--- config.mk ---
export PLATFORM = sky130hd
export DESIGN_NAME = mem_access_unit
export DESIGN_NICKNAME = d
export VERILOG_FILES = /design/src/rtl/mem_access_unit_pkg.sv /design/src/rtl/mem_timeout_ctr.sv /design/src/rtl/mem_access_unit.sv
export SDC_FILE = /design/constraint.sdc
export NUM_CORES = 1
export LEC_CHECK = 0
export BUFFER_PORTS_ARGS = -buffer_cell sky130_fd_sc_hd__buf_2
export CAP_MARGIN = 30
export CELL_PAD_IN_SITES_DETAIL_PLACEMENT = 0
export CELL_PAD_IN_SITES_GLOBAL_PLACEMENT = 1
export CORE_ASPECT_RATIO = 1.1
export CORE_MARGIN = 2
export CORE_UTILIZATION = 34
export CTS_BUF_LIST = sky130_fd_sc_hd__clkbuf_2
export CTS_CLUSTER_DIAMETER = 60
export CTS_CLUSTER_SIZE = 10
export DETAILED_ROUTE_END_ITERATION = 7
export PLACE_DENSITY = 0.76
export SLEW_MARGIN = 15
export SYNTH_ARGS = -nofsm -noshare
export SYNTH_HDL_FRONTEND = slang
export SYNTH_SLANG_ARGS = --single-unit
--- constraint.sdc ---
create_clock -name clk -period 1.5 [get_ports clk]
set_clock_uncertainty 0.05 [all_clocks]
set_input_delay 0.225 -clock clk [delete_from_list [all_inputs] [get_ports clk]]
set_output_delay 0.225 -clock clk [all_outputs]
set_load 0.005 [all_outputs]
--- src/rtl/mem_access_unit_pkg.sv ---
// Shared definitions for the memory access unit: default widths, timeout and FSM encodings.
package mem_access_unit_pkg;

  localparam int unsigned DATA_W_DEF  = 32;
  localparam int unsigned ADDR_W_DEF  = 9;
  localparam int unsigned TIMEOUT_DEF = 15;

  // Encodings are fixed so they stay compatible with existing control-unit decode.
  typedef enum logic [1:0] {
    IDLE = 2'd0,
    RD   = 2'd1,
    WR   = 2'd2
  } mau_state_t;

  // Width needed to hold 0..timeout without wrapping.
  function automatic int unsigned ctr_width(input int unsigned timeout);
    return $clog2(timeout + 1);
  endfunction

endpackage

--- src/rtl/mem_timeout_ctr.sv ---
// Saturating cycle counter that flags when a RAM access has waited TIMEOUT cycles.
module mem_timeout_ctr
  import mem_access_unit_pkg::*;
#(
  parameter int unsigned TIMEOUT = TIMEOUT_DEF
) (
  input  logic clk,
  input  logic rst,
  input  logic clear,
  input  logic enable,
  output logic expired
);

  localparam int unsigned   CW   = ctr_width(TIMEOUT);
  localparam logic [CW-1:0] LAST = CW'(TIMEOUT - 1);
  localparam logic [CW-1:0] MAX  = CW'(TIMEOUT);

  logic [CW-1:0] count;

  // Count waiting cycles; clear wins, and the count holds at MAX instead of wrapping.
  always_ff @(posedge clk or negedge rst) begin
    if (!rst) begin
      count <= '0;
    end else if (clear) begin
      count <= '0;
    end else if (enable && (count != MAX)) begin
      count <= count + CW'(1);
    end
  end

  assign expired = (count == LAST);

endmodule

--- src/rtl/mem_access_unit.sv ---
// MAR/MDR register pair and req/ack RAM access sequencer feeding the datapath bus mux.
module mem_access_unit
  import mem_access_unit_pkg::*;
#(
  parameter int unsigned DATA_W  = DATA_W_DEF,
  parameter int unsigned ADDR_W  = ADDR_W_DEF,
  parameter int unsigned TIMEOUT = TIMEOUT_DEF
) (
  input  logic              clk,
  input  logic              rst,
  input  logic [DATA_W-1:0] bus_in,
  input  logic              MARin,
  input  logic              MDRin,
  input  logic              Read,
  input  logic              ramWE,
  output logic [DATA_W-1:0] mdr_out,
  output logic [ADDR_W-1:0] mar_out,
  output logic              mem_req,
  output logic              mem_we,
  output logic [ADDR_W-1:0] mem_addr,
  output logic [DATA_W-1:0] mem_wdata,
  input  logic [DATA_W-1:0] mem_rdata,
  input  logic              mem_ack,
  output logic              mem_busy,
  output logic              mem_done,
  output logic              bus_err
);

  mau_state_t        state;
  logic [ADDR_W-1:0] mar;
  logic [DATA_W-1:0] mdr;
  logic              idle;
  logic              start_wr;
  logic              start_rd;
  logic              mdr_load;
  logic              expired;

  assign idle     = (state == IDLE);
  // Write takes priority over a read strobe in the same cycle; strobes are ignored while busy.
  assign start_wr = idle & ramWE;
  assign start_rd = idle & MDRin & Read & ~ramWE;
  assign mdr_load = idle & MDRin & ~Read & ~ramWE;

  mem_timeout_ctr #(
    .TIMEOUT (TIMEOUT)
  ) u_timeout (
    .clk     (clk),
    .rst     (rst),
    .clear   (start_wr | start_rd),
    .enable  (~idle & ~mem_ack),
    .expired (expired)
  );

  // MAR loads from the bus in any state; the in-flight address is held separately in mem_addr.
  always_ff @(posedge clk or negedge rst) begin
    if (!rst) begin
      mar <= '0;
    end else if (MARin) begin
      mar <= bus_in[ADDR_W-1:0];
    end
  end

  // MDR loads from the bus when idle, or from RAM on an acknowledged read.
  always_ff @(posedge clk or negedge rst) begin
    if (!rst) begin
      mdr <= '0;
    end else if (mdr_load) begin
      mdr <= bus_in;
    end else if ((state == RD) && mem_ack) begin
      mdr <= mem_rdata;
    end
  end

  // Access sequencer: latch the request on acceptance, finish on ack, abort on timeout.
  always_ff @(posedge clk or negedge rst) begin
    if (!rst) begin
      state     <= IDLE;
      mem_req   <= 1'b0;
      mem_we    <= 1'b0;
      mem_addr  <= '0;
      mem_wdata <= '0;
      mem_done  <= 1'b0;
      bus_err   <= 1'b0;
    end else begin
      mem_done <= 1'b0;
      case (state)
        IDLE: begin
          if (start_wr) begin
            state     <= WR;
            mem_req   <= 1'b1;
            mem_we    <= 1'b1;
            mem_addr  <= mar;
            mem_wdata <= mdr;
          end else if (start_rd) begin
            state    <= RD;
            mem_req  <= 1'b1;
            mem_we   <= 1'b0;
            mem_addr <= mar;
          end
        end
        RD, WR: begin
          // An ack on the timeout edge still completes the access.
          if (mem_ack) begin
            state    <= IDLE;
            mem_req  <= 1'b0;
            mem_done <= 1'b1;
          end else if (expired) begin
            state   <= IDLE;
            mem_req <= 1'b0;
            bus_err <= 1'b1;
          end
        end
        default: begin
          state   <= IDLE;
          mem_req <= 1'b0;
        end
      endcase
    end
  end

  assign mem_busy = ~idle;
  assign mdr_out  = mdr;
  assign mar_out  = mar;

endmodule

== After elaboration in Yosys (flattened, before gate mapping) ==
Cells that the tools add are included.
W data, S select, Z words.
Operators by class
  bitwise gates (word level): 12
  multiplexer cells: 20
  reduce and logical (&&, ||, !) cells: 11
  $mul: 0
  $lt $le $gt $ge: 0
  $add $sub $neg: 1
  equality and inequality tests: 6
  divide/modulo/power cells: 0
  shift-type cells: 0
Operator list (number)
  $mux W32: 2
  $mux W9: 2
  $mux W1: 8
  $mux W2: 4
  $mux W4: 2
  $and A1 B1 Y1: 7
  $reduce_and A2 Y1: 3
  $reduce_bool A2 Y1: 3
  $add A4 B1 Y4 const B: 1
  $eq A4 B4 Y1 const B: 1
  $ne A4 B4 Y1 const B: 1
  $not A1 Y1: 4
  $pmux W2 S2: 1
  $ne A3 B1 Y1 const B: 1
  $ne A3 B3 Y1 const B: 1
  $reduce_and A3 Y1: 1
  $eq A2 B1 Y1 const B: 1
  $eq A2 B2 Y1 const B: 1
  $logic_and A1 B1 Y1: 2
  $logic_not A2 Y1: 1
  $pmux W1 S2: 1
  $reduce_or A2 Y1: 1
  $or A1 B1 Y1: 1
Storage, ports and cells
  input port bits: 71
  output and inout port bits: 87
  bits in registers: 92
  memories: 0
  bits in writable memories: 0
  word-level logic and storage cells: 60
  bits in latches: 0
  ROM bits: 0

== Depth between registers and ports, before layout ==
  depth after elaboration: 7
  gate-level depth with buffers: 7
  depth with buffers taken out: 5

== Hierarchy ==
A second synthesis with hierarchy kept.
Second synthesis, totals
  cells, all modules: 299
  area total of the unflattened synthesis: 3920.0 um^2
By module, submodules not included
  mem_access_unit: area an instance 3668.5 um^2, seq. area each 2202.1 um^2, times used 1, cells an instance 276
  mem_timeout_ctr: area an instance 251.5 um^2, seq. area each 100.1 um^2, times used 1, cells an instance 23

== Worst setup path after synthesis ==
OpenSTA, ideal clock, no wires.
  path type: reg-to-reg
  start point: register state[0]
  end point: register mem_wdata[10]
  stages on the path, launching flop included: 6
  period minus slack after synthesis: 1.511 ns
  path buffers: 1
  arrival time: 1.337 ns
  library setup time: 0.125 ns
  required time: 1.325 ns
  setup slack: -0.011 ns
  cell sequence: dfrtp_1 > inv_1 > ha_1 > nand2_2 > buf_2 > mux2_2
Between the ends
  cells in the longest elaborated chain, start to end: 3
RTL lines
  start: declaration: line mem_access_unit.sv:29  | mau_state_t state;
  start signal: assignment: line mem_access_unit.sv:77  | state <= IDLE;
  start signal: assignment: line mem_access_unit.sv:89  | state <= WR;
  start signal: assignment: line mem_access_unit.sv:95  | state <= RD;
  $logic_not A2 Y1 (*): line mem_access_unit.sv:38  | assign idle = (state == IDLE);
  net idle: line mem_access_unit.sv:32  | logic idle;
  $and A1 B1 Y1: line mem_access_unit.sv:40  | assign start_wr = idle & ramWE;
  $reduce_and A2 Y1 (no line) (*)
  end signal: assignment: line mem_access_unit.sv:93  | mem_wdata <= mdr;
  end: declaration: line mem_access_unit.sv:21  | output logic [DATA_W-1:0] mem_wdata,
Mark *: on every way through the listed nets, which the timed path passes. The rest lies on a longest branch.
A chain may end at the register's enable or synchronous reset.

== Worst setup path after layout ==
  start point: register state[0]
  end point: register u_timeout.count[1]
Between the ends
  cells in the longest elaborated chain, start to end: 6
  elaborated cells between the ends (all ways): 11
  classes of those cells: 1 x mux; 7 x bitwise; 3 x reduce/logical
RTL lines
  $logic_not A2 Y1 (*): line mem_access_unit.sv:38
  net idle: line mem_access_unit.sv:32
  $and A1 B1 Y1 (3 in series): line mem_access_unit.sv:41  | assign start_rd = idle & MDRin & Read & ~ramWE;
  $or A1 B1 Y1: line mem_access_unit.sv:49  | .clear (start_wr | start_rd),
  $mux W4 / $reduce_bool A2 Y1 (equally long branches)
  end signal: assignment: line mem_timeout_ctr.sv:27  | count <= count + CW'(1);
  end: declaration: line mem_timeout_ctr.sv:18  | logic [CW-1:0] count;
Marked as above.

==> summary.md <==
| Metric | Value |
|---|---|
| Outcome | `finished with violations` |
| Failing checks | `negative setup slack` |
| Crit path max fanout | `7` |
| Crit path max-delay family | `compound AO/OA/AOI/OAI gates` |
| P per Cell Area | `about 1700 nW/µm²` |
| Synth warn | `0` |
| R2R Path Start | `state[0]` |
| Final std cells w/o fill | `731` |
| Pre-CTS WS | `-63.40 ps` |
| Sink Count | `92` |
| Worst hold margin | `between 60 and 70 ps` |
| WS Path Type | `register to register` |
| Adder-Cell Fraction of Synth Area | `around 1.3%` |
| Worst r2r dst | `u_timeout.count[1]` |
| Area of the multi-input gates | `roughly 1600 µm²` |
| Total Power | `11.21 mW` |
| Antenna violations before repair | `0` |
| Initial core utilization | `34.87%` |
| CP Buf/Inv Count | `2` |
| FP Rows | `40` |
| Fmax | `~580 MHz` |
| Leakage power | `roughly 3.5 nW` |
| Simple logic cell fraction of the synthesized area | `~5.4%` |
| Post-synthesis sequential area ratio | `~60%` |
| Drt pass-1 iters | `4` |
| Most frequent cells in the layout | `buf_2, dfrtp_1, dlygate4sd3_1` |
| Clock Power Share | `a little over an eighth` |
| Critical path cell sequence | `inv_2 > ha_4 > buf_4 > a311o_2 > or2_1 > a21boi_1` |
| Required time worst endpoint | `1940 ps` |
| Hold Path Class | `input port to register` |
| Remaining routing DRC violations | `0` |
| Syn_area_per_cell | `~13 µm²` |
| Root Driver | `clkbuf_2` |
| GRT overflow | `0` |
| RD Place Congestion | `slightly above 0.7` |
| CTS max path bufs | `2` |
| Critical Path Source Type | `register` |
| Via Count | `3357` |
| Critical path depth | `6` |
| FILL cells | `slightly below 900` |
| Ys async rst share | `between 90% and 100%` |
| Tightest Pin Transition | `approximately 500 ps` |
| Max transition margin | `~67%` |
| # setup viols final | `63` |
| Cells after Synth | `between 200 and 300` |
| Vias in the first global route | `approximately 3.5k` |
| # nets final | `655` |
| Area Overhead vs Synth | `73.78%` |
| Hold Path Cell Cnt | `3` |
| Routed vias/inst | `4.592` |
| Period utilization | `115.0%` |
| WL per Instance | `16.20 µm` |
| Post-synthesis mux area share | `a little under a quarter` |
| Nature of the critical path endpoint | `register` |
| Mapped Area | `between 3000 and 4000 µm²` |
| Largest family of logic cells by synthesized area | `multiplexers` |
| Arr. time, crit path | `approximately 2200 ps` |
| Pin count of the biggest net entering global routing | `93` |
| Clk pin slew, worst setup/hold paths | `approximately 220 ps` |
| Die H | `around 120 µm` |
| Post-synth EDFFs | `0` |
| Internal power | `7.658 mW` |
| I/O pins | `158` |
| Switching share of power | `between 30% and 40%` |
| Setup crit start | `state[0]` |
| CTS Buf Count | `9` |
| Seq pwr share | `37.2%` |
| Syn Nets | `approximately 370` |
| Post-synth cell types | `29` |
| Layout cell share with drive strength beyond 1 | `52.40%` |
| Max stage delay cell, worst path | `a311o_2` |
| Die Span X | `roughly 110 µm` |
| HPWL after detailed placement | `approximately 6500 µm` |
| Critical path capture point | `u_timeout.count[1]` |
| Total wire length | `about 12000 µm` |
| Inst Count DP | `around 590` |
| Max incr delay on CP | `440 ps` |
| Synth Register Bits | `approximately 90` |
| Crit path time final | `1725 ps` |
| Gr usage total | `a little under a fifth` |
| R2R Setup Slk | `-220 ps` |
| Port bufs | `approximately 160` |
| Comb power frac | `roughly half` |
| Final Slew Violations | `0` |
| Peak VDD IR | `about 860 µV` |
| RSZ-0062 raised after global routing | `yes` |
| Global-route wire length before repair | `17880 µm` |
| Most common cell after layout, fill and taps aside | `buf_2` |
| Antenna-violating nets left | `0` |
| Core Area | `10960 µm²` |
| Switch Pwr | `3.550 mW` |
| Post-synthesis compound-gate area fraction | `7.169%` |
| Synth Area in XOR/XNOR | `less than 1%` |
| Reg2reg path depth | `6` |
| Setup ws final | `-225.0 ps` |
| Die area | `12110 µm²` |
| Htree depth | `3` |
| Dominant synthesized flop cell | `dfrtp_1` |
| CTS tree | `yes` |
| ANT cells | `0` |
| Register area | `between 2000 and 2500 µm²` |
| Max-Cap Viols | `0` |
| Worst-Skew Late Latency | `about 550 ps` |
| 1st-iter DRT viols | `100` |
| Final Hold Fails | `0` |
## tightest hold or removal path: cells and delay by family
kind	cells	cell delay, ps
and+or+nand+nor	1	110
AOI/OAI and AO/OA	1	150
buffers and inverters	1	150
## cell type report
class,count,area share [%]
clock buffers,10,0.7534
clock inverters,5,1.526
inverters,5,0.3202
multi-input cells,181,24.79
flip-flops and latches,92,34.66
well taps,147,2.769
repair buffers,291,35.19
## cell usage after synthesis (2+ instances only)
| cell | number | area share, % |
|---|---|---|
| inv_1 | 5 | 0.49 |
| buf_2 | 13 | 1.7 |
| mux2i_1 | 32 | 8.4 |
| nand3_1 | 2 | 0.26 |
| dfrtp_1 | 92 | 60 |
| o21ai_1 | 2 | 0.26 |
| ha_1 | 4 | 1.3 |
| o221ai_1 | 2 | 0.46 |
| a21oi_1 | 3 | 0.39 |
| o31ai_1 | 2 | 0.39 |
| nand2_1 | 36 | 3.5 |
| o21ai_0 | 31 | 4.1 |
| o22a_1 | 2 | 0.46 |
| and2_1 | 3 | 0.49 |
| mux2_2 | 50 | 15 |
## layer usage
layer	global-route usage, %	part of all wire (%)	wire (µm)
met1	24.08	44	5181
met2	32.86	51	6022
met3	4.365	4.2	492
met4	6.400	1.2	148
met5	0	0	0
## per-stage QoR
step                setup TNS (ps)  cell area, µm²  utilization (%)
finish                       -8405            6643            60.61
global route                -12870            6643            60.61
CTS                         -10680            6411            58.49
detailed placement           -1337            4907            44.77
global placement            -5.157            4907            44.77
floorplan                   -255.2            3822                -
## how the worst min path moves through the flow
stage | startpoint | end | slack, ps
floorplan | rst | bus_err | -120
global placement | rst | mem_wdata[23] | 260
detailed placement | rst | mem_wdata[29] | 260
CTS | ramWE | state[0] | 20
global route | ramWE | state[0] | 20
finish | ramWE | state[0] | 60
## sequential cells by signal, indices dropped and copies added, names as in the netlist, 2 cells and up
signal	cells
state	2
mem_addr	9
u_timeout.count	4
mar_out	9
mdr_out	32
mem_wdata	32
## what timing repair did
action                                  CTS  global route
endpoints found under the hold margin   135             3
hold buffers                             68             1
buffers inserted                         18            25
pin swaps                                 6             6
resized for setup                        96             8
gates cloned                             10             1
endpoints found under the setup margin   72           129
## power by group through the flow
stage	sequential [mW]	clock, mW	combinational [mW]
global route	4.29	1.68	5.95
CTS	4.18	1.56	5.07
finish	4.17	1.52	5.52
global placement	4.14	0	3.48
detailed placement	4.20	0	3.57
floorplan	4.22	0	1.70
## kinds of logic after synthesis
logic type / after synthesis
AO/OA/AOI/OAI: 47
XOR/XNOR: 1
adder cells (fa/ha/maj): 4
buffers and inverters: 20
flip-flops: 92
multiplexers: 82
AND/OR/NAND/NOR: 47
Note: power is estimated with default switching activity, not from simulation.
